## config.mk

```make
export PLATFORM = sky130hd
export DESIGN_NAME = wb_arbiter
export DESIGN_NICKNAME = d
export VERILOG_FILES = /design/src/rtl/wb_arbiter.sv
export SDC_FILE = /design/constraint.sdc
export NUM_CORES = 1
export LEC_CHECK = 0
export ABC_AREA = 1
export BUFFER_PORTS_ARGS = -buffer_cell sky130_fd_sc_hd__buf_2
export CAP_MARGIN = 40
export CORE_ASPECT_RATIO = 0.5
export CORE_MARGIN = 5
export CORE_UTILIZATION = 50
export CTS_BUF_LIST = sky130_fd_sc_hd__clkbuf_4 sky130_fd_sc_hd__clkbuf_8
export CTS_CLUSTER_DIAMETER = 200
export CTS_CLUSTER_SIZE = 30
export DETAILED_ROUTE_END_ITERATION = 10
export GPL_ROUTABILITY_DRIVEN = 0
export PLACE_DENSITY = 0.83
export REMOVE_ABC_BUFFERS = 1
export SLEW_MARGIN = 20
export SYNTH_ARGS = -nofsm -noshare
export SYNTH_HDL_FRONTEND = slang
export SYNTH_SLANG_ARGS = --single-unit
```

## constraint.sdc

```tcl
create_clock -name clk -period 3.29 [get_ports clk]
set_input_delay 0.658 -clock clk [delete_from_list [all_inputs] [get_ports clk]]
set_output_delay 0.658 -clock clk [all_outputs]
set_load 0.005 [all_outputs]
```

## src/rtl/wb_arbiter.sv

```systemverilog
// Write-back arbiter with scoreboard hazard detection and a registered
// register-file write port. Define WB_RR_EN for round-robin contention grants.
module wb_arbiter #(
    parameter int XLEN = 32
) (
    input  logic            clk,
    input  logic            rst,
    input  logic            a_valid,
    output logic            a_ready,
    input  logic [4:0]      a_rd,
    input  logic [XLEN-1:0] a_data,
    input  logic            b_valid,
    output logic            b_ready,
    input  logic [4:0]      b_rd,
    input  logic [XLEN-1:0] b_data,
    input  logic            iss_valid,
    input  logic [4:0]      iss_rd,
    input  logic [4:0]      rs1i,
    input  logic [4:0]      rs2i,
    output logic            hazard,
    output logic [4:0]      rdi,
    output logic [XLEN-1:0] write_data,
    output logic            reg_write
);

    logic [31:1]     busy_q;
    logic [31:1]     busy_next;
    logic [31:0]     busy_vec;
    logic            grant_b_on_cont;
    logic            contention;
    logic            xfer;
    logic [4:0]      sel_rd;
    logic [XLEN-1:0] sel_data;
    logic            wb_collide;

`ifdef WB_RR_EN
    // Set when b won the most recent contention; the other side wins next time.
    logic last_b_q;
    assign grant_b_on_cont = !last_b_q;
`else
    assign grant_b_on_cont = 1'b1;
`endif

    assign contention = a_valid && b_valid;
    assign b_ready    = b_valid && (!a_valid || grant_b_on_cont);
    assign a_ready    = a_valid && (!b_valid || !grant_b_on_cont);
    assign xfer       = (a_valid && a_ready) || (b_valid && b_ready);
    assign sel_rd     = b_ready ? b_rd : a_rd;
    assign sel_data   = b_ready ? b_data : a_data;

    // NOTE: every bit gets a value on every path, so no latch is inferred;
    // the set term is OR-ed last so a same-edge issue overrides the clear.
    always_comb begin
        busy_next = '0;
        for (int i = 1; i < 32; i++) begin
            busy_next[i] = (busy_q[i] && !(xfer && sel_rd == 5'(i)))
                         || (iss_valid && iss_rd == 5'(i));
        end
    end

    assign busy_vec   = {busy_q, 1'b0};
    assign wb_collide = reg_write && (rdi != 5'd0) && (rdi == rs1i || rdi == rs2i);
    assign hazard     = busy_vec[rs1i] || busy_vec[rs2i] || wb_collide;

    // NOTE: non-blocking assignments keep every register sampling pre-edge values.
    always_ff @(posedge clk or posedge rst) begin
        if (rst) begin
            reg_write  <= 1'b0;
            rdi        <= '0;
            write_data <= '0;
            busy_q     <= '0;
`ifdef WB_RR_EN
            last_b_q   <= 1'b0;
`endif
        end else begin
            reg_write <= xfer && (sel_rd != 5'd0);
            if (xfer) begin
                rdi        <= sel_rd;
                write_data <= sel_data;
            end
            busy_q <= busy_next;
`ifdef WB_RR_EN
            if (xfer && contention)
                last_b_q <= b_ready;
`endif
        end
    end

endmodule

```

==> results.sh, run 1 <==
export IMPL_yosys_area_top_type="dfrtp_1"
export IMPL_via_count=4235
export IMPL_worstReg2RegStart="rdi[0]"
export IMPL_row_count=23
export IMPL_rsz0062_at_grt="false"
export IMPL_wl_per_cell_um=14.3
export IMPL_crit_fanout=18
export IMPL_multiInputGateArea_mm2=0.00192
export IMPL_clk_pin_slew_ns=0.07
export IMPL_period_share_pct=78.8
export IMPL_r2r_end="rdi[0]"
export IMPL_run_status="completed"
export IMPL_io_pins=135
export IMPL_cp_start_kind="input pin"
export IMPL_grt_max_degree=42
export IMPL_fillerInstances=715
export IMPL_finalHoldViolations=0
export IMPL_syn_avg_cell_area_um2=7.09
export IMPL_yosysMostFrequentCell="nand2_1"
export IMPL_ir_drop_uv=203
export IMPL_synthTopCellsByCount="206 x nand2_1, 94 x nand3_1, 69 x dfrtp_1"
export IMPL_cts_sinks=69
export IMPL_grt_overflow_total=0
export IMPL_antenna_found_initial=0
export IMPL_cp_end_kind="output pin"
export IMPL_cts_made_buffers=9
export IMPL_clock_latency_ns=0.34
export IMPL_slowest_delay_ns=0.37
export IMPL_path_cells="buf_2, inv_1, nand2_1, nand3_1, nand3_1, nand3_1, nand3_1, nand2_1, nand3_1, buf_2"
export IMPL_io_buffer_count=134
export IMPL_grt_pass1_vias=4115
export IMPL_routed_wirelength_mm=11.5
export IMPL_ant_nets=0
export IMPL_area_delta_synth_final_pct=22.2
export IMPL_cpMostUsedCell="nand3_1"
export IMPL_drc_errors=0
export IMPL_cp_endpoint="hazard"
export IMPL_netlist_top_cells_area="dfrtp_1 43%, nand2_1 19%, nand3_1 12%"
export IMPL_p_leak_nw=2.55
export IMPL_cts_buffer_depth=2
export IMPL_layout_nets=783
export IMPL_coreArea_mm2=0.00791
export IMPL_min_period_ns=2.59
export IMPL_grt_util_all_layers_pct=23.9
export IMPL_ff_latch_area_mm2=0.00173
export IMPL_max_cap_violations=0
export IMPL_r2r_cells=2
export IMPL_synth_ff_type="dfrtp_1"
export IMPL_drive_gt1_share_pct=26.4
export IMPL_slew_viol_final=0
export IMPL_finClkSkew_ns=0
export IMPL_start_util_pct=50.6
export IMPL_hold_path_class="input pin to async pin"
export IMPL_cp_num_buf_inv=3
export IMPL_yosysUniqueCellTypes=27
export IMPL_final_core_utilization_pct=61.9
export IMPL_finalSetupViolCount=0
export IMPL_cts_repair_resized=0
export IMPL_critPathLaunch="rs2i[0]"
export IMPL_antenna_cells=0
export IMPL_synth_edff_count=0
export IMPL_synth_seq_cells=69
export IMPL_async_reset_ff_share_pct=100
export IMPL_grt_pass1_wl_mm=19.1
export IMPL_cts_post_setup_buffers_inserted=0
export IMPL_die_h_um=73.3
export IMPL_hold_buffers=0
export IMPL_r2r_slack_ns=2.51
export IMPL_worstSetupPathDepth=10
export IMPL_cp_slowest_cell="inv_1"
export IMPL_cts_tree="yes"
export IMPL_cts_root_buf="clkbuf_8"
export IMPL_slew_headroom_pct=53.2
export IMPL_synthCells=565
export IMPL_synth_top_cell_area_share_pct=43.1
export IMPL_drt_iter0_markers=353
export IMPL_yosysWarnings=0
export IMPL_critical_path_arrival_ns=1.93
export IMPL_required_ns=2.63
export IMPL_setup_tns_ns=0
export IMPL_h_tree_depth=3
export IMPL_power_density_mw_per_mm2=474
export IMPL_crit_type="input pin to output pin"
export IMPL_firstDrtPassIters=5
export IMPL_vias_per_cell=5.25
export IMPL_die_area_mm2=0.0100
export IMPL_clock_fmax_mhz=386
export IMPL_crit_family="buffers and inverters"
export IMPL_tightest_slew_ns=0.701
export IMPL_die_w_um=137
export IMPL_ys_seq_area_share_pct=43.1
export IMPL_dp_hpwl_mm=8.79
export IMPL_netlist_area_mm2=0.00401
[worst reg2reg max path, stage by stage, from the launching register on]
cell and delay [ns]:
dfrtp_1 0.47, nand2_1 0.10, o21ai_0 0.08
[area by class of cell]
| class | count | share of cell area (%) |
|---|---|---|
| well taps | 112 | 2.86 |
| clock inverters | 5 | 0.562 |
| multi-input cells | 411 | 39.3 |
| inverters | 60 | 4.65 |
| clock buffers | 11 | 2.84 |
| repair buffers | 138 | 14.6 |
| flip-flops and latches | 69 | 35.2 |
[power by group]
| group | switching [W] | internal [W] |
|---|---|---|
| clock | 0.000318 | 0.000285 |
| sequential | 0.0000980 | 0.000994 |
| combinational | 0.000386 | 0.000240 |
[logic make-up after synthesis]
family	synth area share, %
AO/OA/AOI/OAI	10.5
XOR/XNOR	1.31
buffers and inverters	8.96
flip-flops	43.1
multiplexers	0.375
AND/OR/NAND/NOR	35.8
[state kept, by name (all words and copies together), names as in the netlist]
name / cells
rdi: 5
reg_write: 1
write_data: 32
busy_q: 31
[worst min path at each step]
stage / to / depth (start not counted)
CTS: write_data[27] / 2
detailed placement: write_data[14] / 2
floorplan: busy_q[16] / 2
global placement: write_data[21] / 2
finish: write_data[4] / 2
global route: write_data[3] / 2
[layout by cell type (no fill, tap or decap), types with 6 or more instances in the layout]
cell | netlist | final
clkbuf_8 | 0 | 9
buf_2 | 12 | 134
inv_1 | 53 | 52
o21ai_0 | 16 | 16
nand2_1 | 206 | 206
nor2_4 | 6 | 6
nor2_1 | 10 | 9
nand3_1 | 94 | 94
dfrtp_1 | 69 | 69
o21ai_1 | 49 | 49
[routing by layer]
| metal | vias to the layer above | track usage (%) | routed length (um) |
|---|---|---|---|
| li1 | 2056 | - | - |
| met1 | 1934 | 31.4 | 4850 |
| met2 | 206 | 38.3 | 5300 |
| met3 | 39 | 5.88 | 1020 |
| met4 | 0 | 10.2 | 366 |
| met5 | - | 0 | 0 |
[stage by stage]
step | cells | hold slack (ns) | worst slack (ns) | power (W) | cell area (um2)
3_3_place_gp | 790 | 0.473 | 0.802 | 0.00170 | 4730
4_1_cts | 806 | 0.438 | 0.742 | 0.00232 | 4900
5_1_grt | 806 | 0.485 | 0.534 | 0.00246 | 4900
6_report | 806 | 0.424 | 0.698 | 0.00232 | 4900
2_1_floorplan | 540 | 0.451 | 0.892 | 0.00145 | 3880
3_5_place_dp | 790 | 0.478 | 0.742 | 0.00172 | 4730
Power figures use the tool's default switching activity.
==> run 2, diff against run 1 <==
--- a/config.mk
+++ b/config.mk
@@ -5,12 +5,12 @@
 export SDC_FILE = /design/constraint.sdc
 export NUM_CORES = 1
 export LEC_CHECK = 0
-export ABC_AREA = 1
+export ABC_AREA = 0
 export BUFFER_PORTS_ARGS = -buffer_cell sky130_fd_sc_hd__buf_2
 export CAP_MARGIN = 40
 export CORE_ASPECT_RATIO = 0.5
 export CORE_MARGIN = 5
-export CORE_UTILIZATION = 50
+export CORE_UTILIZATION = 47
 export CTS_BUF_LIST = sky130_fd_sc_hd__clkbuf_4 sky130_fd_sc_hd__clkbuf_8
 export CTS_CLUSTER_DIAMETER = 200
 export CTS_CLUSTER_SIZE = 30
==> constraint.sdc (replaced) <==
create_clock -name clk -period 2.3 [get_ports clk]
set_input_delay 0.46 -clock clk [delete_from_list [all_inputs] [get_ports clk]]
set_output_delay 0.46 -clock clk [all_outputs]
set_load 0.005 [all_outputs]
==> results.sh, run 2 <==
export IMPL_syn_avg_cell_area_um2=10.1
export IMPL_die_w_um=139
export IMPL_tightest_slew_ns=0.623
export IMPL_min_period_ns=2.66
export IMPL_layout_nets=643
export IMPL_fin_cells=665
export IMPL_crit_fanout=3
export IMPL_top_regs="write_data x32, busy_q x31, rdi x5"
export IMPL_cts_tree="yes"
export IMPL_via_count=3604
export IMPL_grt_util_all_layers_pct=22.5
export IMPL_yosys_area_top_type="dfrtp_1"
export IMPL_ant_nets=0
export IMPL_h_tree_depth=3
export IMPL_slew_headroom_pct=58.5
export IMPL_io_buffer_count=134
export IMPL_io_pins=135
export IMPL_finalHoldViolations=0
export IMPL_run_status="finished with violations"
export IMPL_final_common_cell="buf_2"
export IMPL_rsz0062_at_grt="true"
export IMPL_grt_overflow_total=0
export IMPL_yosysWarnings=0
export IMPL_drt_iter0_markers=380
export IMPL_drc_errors=0
export IMPL_yosysUniqueCellTypes=38
export IMPL_largest_reg_flops=32
export IMPL_violations="setup timing"
export IMPL_clock_latency_ns=0.34
export IMPL_firstDrtPassIters=4
export IMPL_setup_slack_ns=-0.358
export IMPL_ir_drop_uv=238
export IMPL_grt_pass1_vias=3633
export IMPL_routed_wirelength_mm=11.3
export IMPL_antenna_found_initial=0
export IMPL_synth_ff_type="dfrtp_1"
export IMPL_power_density_mw_per_mm2=671
export IMPL_synthTopCellsByCount="72 x nand2_1, 69 x dfrtp_1, 47 x mux2i_1"
export IMPL_synth_edff_count=0
export IMPL_ys_seq_area_share_pct=44.0
export IMPL_row_count=23
export IMPL_netlist_top_cells_area="dfrtp_1 44%, mux2i_1 12%, nand2_1 6.9%"
export IMPL_die_h_um=74.6
export IMPL_netlist_area_mm2=0.00392
export IMPL_p_leak_nw=2.50
export IMPL_dp_hpwl_mm=8.70
export IMPL_internal_power_w=0.00238
export IMPL_p_total_w=0.00340
export IMPL_regMostFlops="write_data"
export IMPL_yosysMostFrequentCell="nand2_1"
export IMPL_clk_pin_slew_ns=0.07
export IMPL_die_area_mm2=0.0104
export IMPL_fin_area_mm2=0.00507
export IMPL_cts_sinks=69
export IMPL_required_ns=1.84
export IMPL_cts_made_buffers=9
export IMPL_hold_buffers=0
export IMPL_crit_type="register to output pin"
export IMPL_drive_gt1_share_pct=35.8
export IMPL_wl_per_cell_um=17.0
export IMPL_synth_top_cell_area_share_pct=44.0
export IMPL_power_switching_w=0.00102
export IMPL_grt_pass1_wl_mm=18.4
export IMPL_dpl_worst_slack_ns=-0.333
export IMPL_place_area_mm2=0.00487
export IMPL_fillerInstances=689
export IMPL_coreArea_mm2=0.00806
export IMPL_mostFrequentLayoutCells="133 x buf_2, 72 x nand2_1, 69 x dfrtp_1"
export IMPL_p_seq_share_pct=46.8
export IMPL_slew_viol_final=0
export IMPL_antenna_cells=0
export IMPL_grt_max_degree=70
export IMPL_max_cap_violations=0
export IMPL_period_share_pct=116
export IMPL_finalSetupViolCount=1
export IMPL_async_reset_ff_share_pct=100
export IMPL_netSwitchingFraction_pct=30.0
export IMPL_cp_start_kind="register"
export IMPL_cts_root_buf="clkbuf_8"
export IMPL_finClkSkew_ns=0
export IMPL_hold_path_class="input pin to async pin"
export IMPL_cp_end_kind="output pin"
export IMPL_synthCells=390
export IMPL_synth_seq_cells=69
export IMPL_area_delta_synth_final_pct=29.3
export IMPL_power_frac_comb_pct=28.0
export IMPL_start_util_pct=48.7
export IMPL_clock_fmax_mhz=376
export IMPL_cts_buffer_depth=2
export IMPL_dp_cells=644
export IMPL_vias_per_cell=5.42
export IMPL_p_clk_share_pct=25.2
export IMPL_critical_path_arrival_ns=2.20
export IMPL_setup_tns_ns=-0.358
run 2: cell count changes after synthesis, sizes merged, moves of 12 or more:
cell     before  now
inv          58   11
mux2i         0   47
mux4          0   12
nand2       211   72
nand3        94    6
o21ai        69   44
o2bb2ai       0   13
run 2: cell type report:
type,instances,area (um2),share of cell area (%)
well taps,112,140,2.76
inverters,11,41.3,0.814
repair buffers,172,971,19.1
clock buffers,11,145,2.86
flip-flops and latches,69,1730,34.0
clock inverters,4,25.0,0.493
multi-input cells,286,2020,39.9
run 2: through the flow:
step | hold slack (ns) | util [%]
after floorplan | 0.455 | -
after global placement | 0.496 | 60.4
after detailed placement | 0.508 | 60.4
after CTS | 0.183 | 62.8
after global routing | 0.209 | 62.9
final | 0.184 | 62.9
run 2: what timing repair did:
item                                    4_1_cts  5_1_grt
buffers inserted                              4        2
pin swaps                                     1        0
resized for setup                             5        3
endpoints found under the setup margin        1        1
run 2: cell families (layout without fill, tap and decap cells):
group | after synthesis | count (layout) | share of synthesized area [%]
AND/OR/NAND/NOR | 122 | 122 | 13.7
AO/OA/AOI/OAI | 94 | 94 | 16.0
flip-flops | 69 | 69 | 44.0
multiplexers | 60 | 60 | 20.0
buffers and inverters | 35 | 198 | 4.05
XOR/XNOR | 10 | 10 | 2.23
run 2: power by group through the flow:
stage	Clock, W	Combinational [W]	Sequential (W)
after floorplan	0	0.000463	0.00155
after global placement	0	0.000867	0.00159
after detailed placement	0	0.000901	0.00161
after CTS	0.000888	0.000935	0.00159
after global routing	0.000940	0.00104	0.00161
final	0.000858	0.000951	0.00159
run 2: worst paths after layout:
| check | from | end | slack, ns | cells after the start |
|---|---|---|---|---|
| worst max-delay path | busy_q[16] | hazard | -0.36 | 6 |
| worst min-delay path | rst | write_data[9] | 0.18 | 3 |
| worst max register to register | rdi[1] | rdi[1] | 1.42 | 3 |
| worst min register to register | busy_q[21] | busy_q[21] | 0.53 | 1 |
| max in group asynchronous | rst | busy_q[19] | 1.82 | 3 |
| min in group clk | b_data[16] | write_data[16] | 0.32 | 3 |
run 2: worst max-delay path: stages, from the launching register on:
cell     delay, ns
dfrtp_1       0.42
mux4_2        0.49
nor3b_2       0.17
a21oi_1       0.06
a22o_1        0.20
or4_1         0.39
buf_2         0.14
run 2: layer usage:
| metal | vias to the layer above | routed length, um | global-route usage, % |
|---|---|---|---|
| met4 | 0 | 247 | 8.03 |
| met2 | 160 | 5490 | 38.9 |
| met5 | - | 0 | 0 |
| li1 | 1728 | - | - |
| met3 | 23 | 888 | 5.07 |
| met1 | 1693 | 4670 | 28.5 |
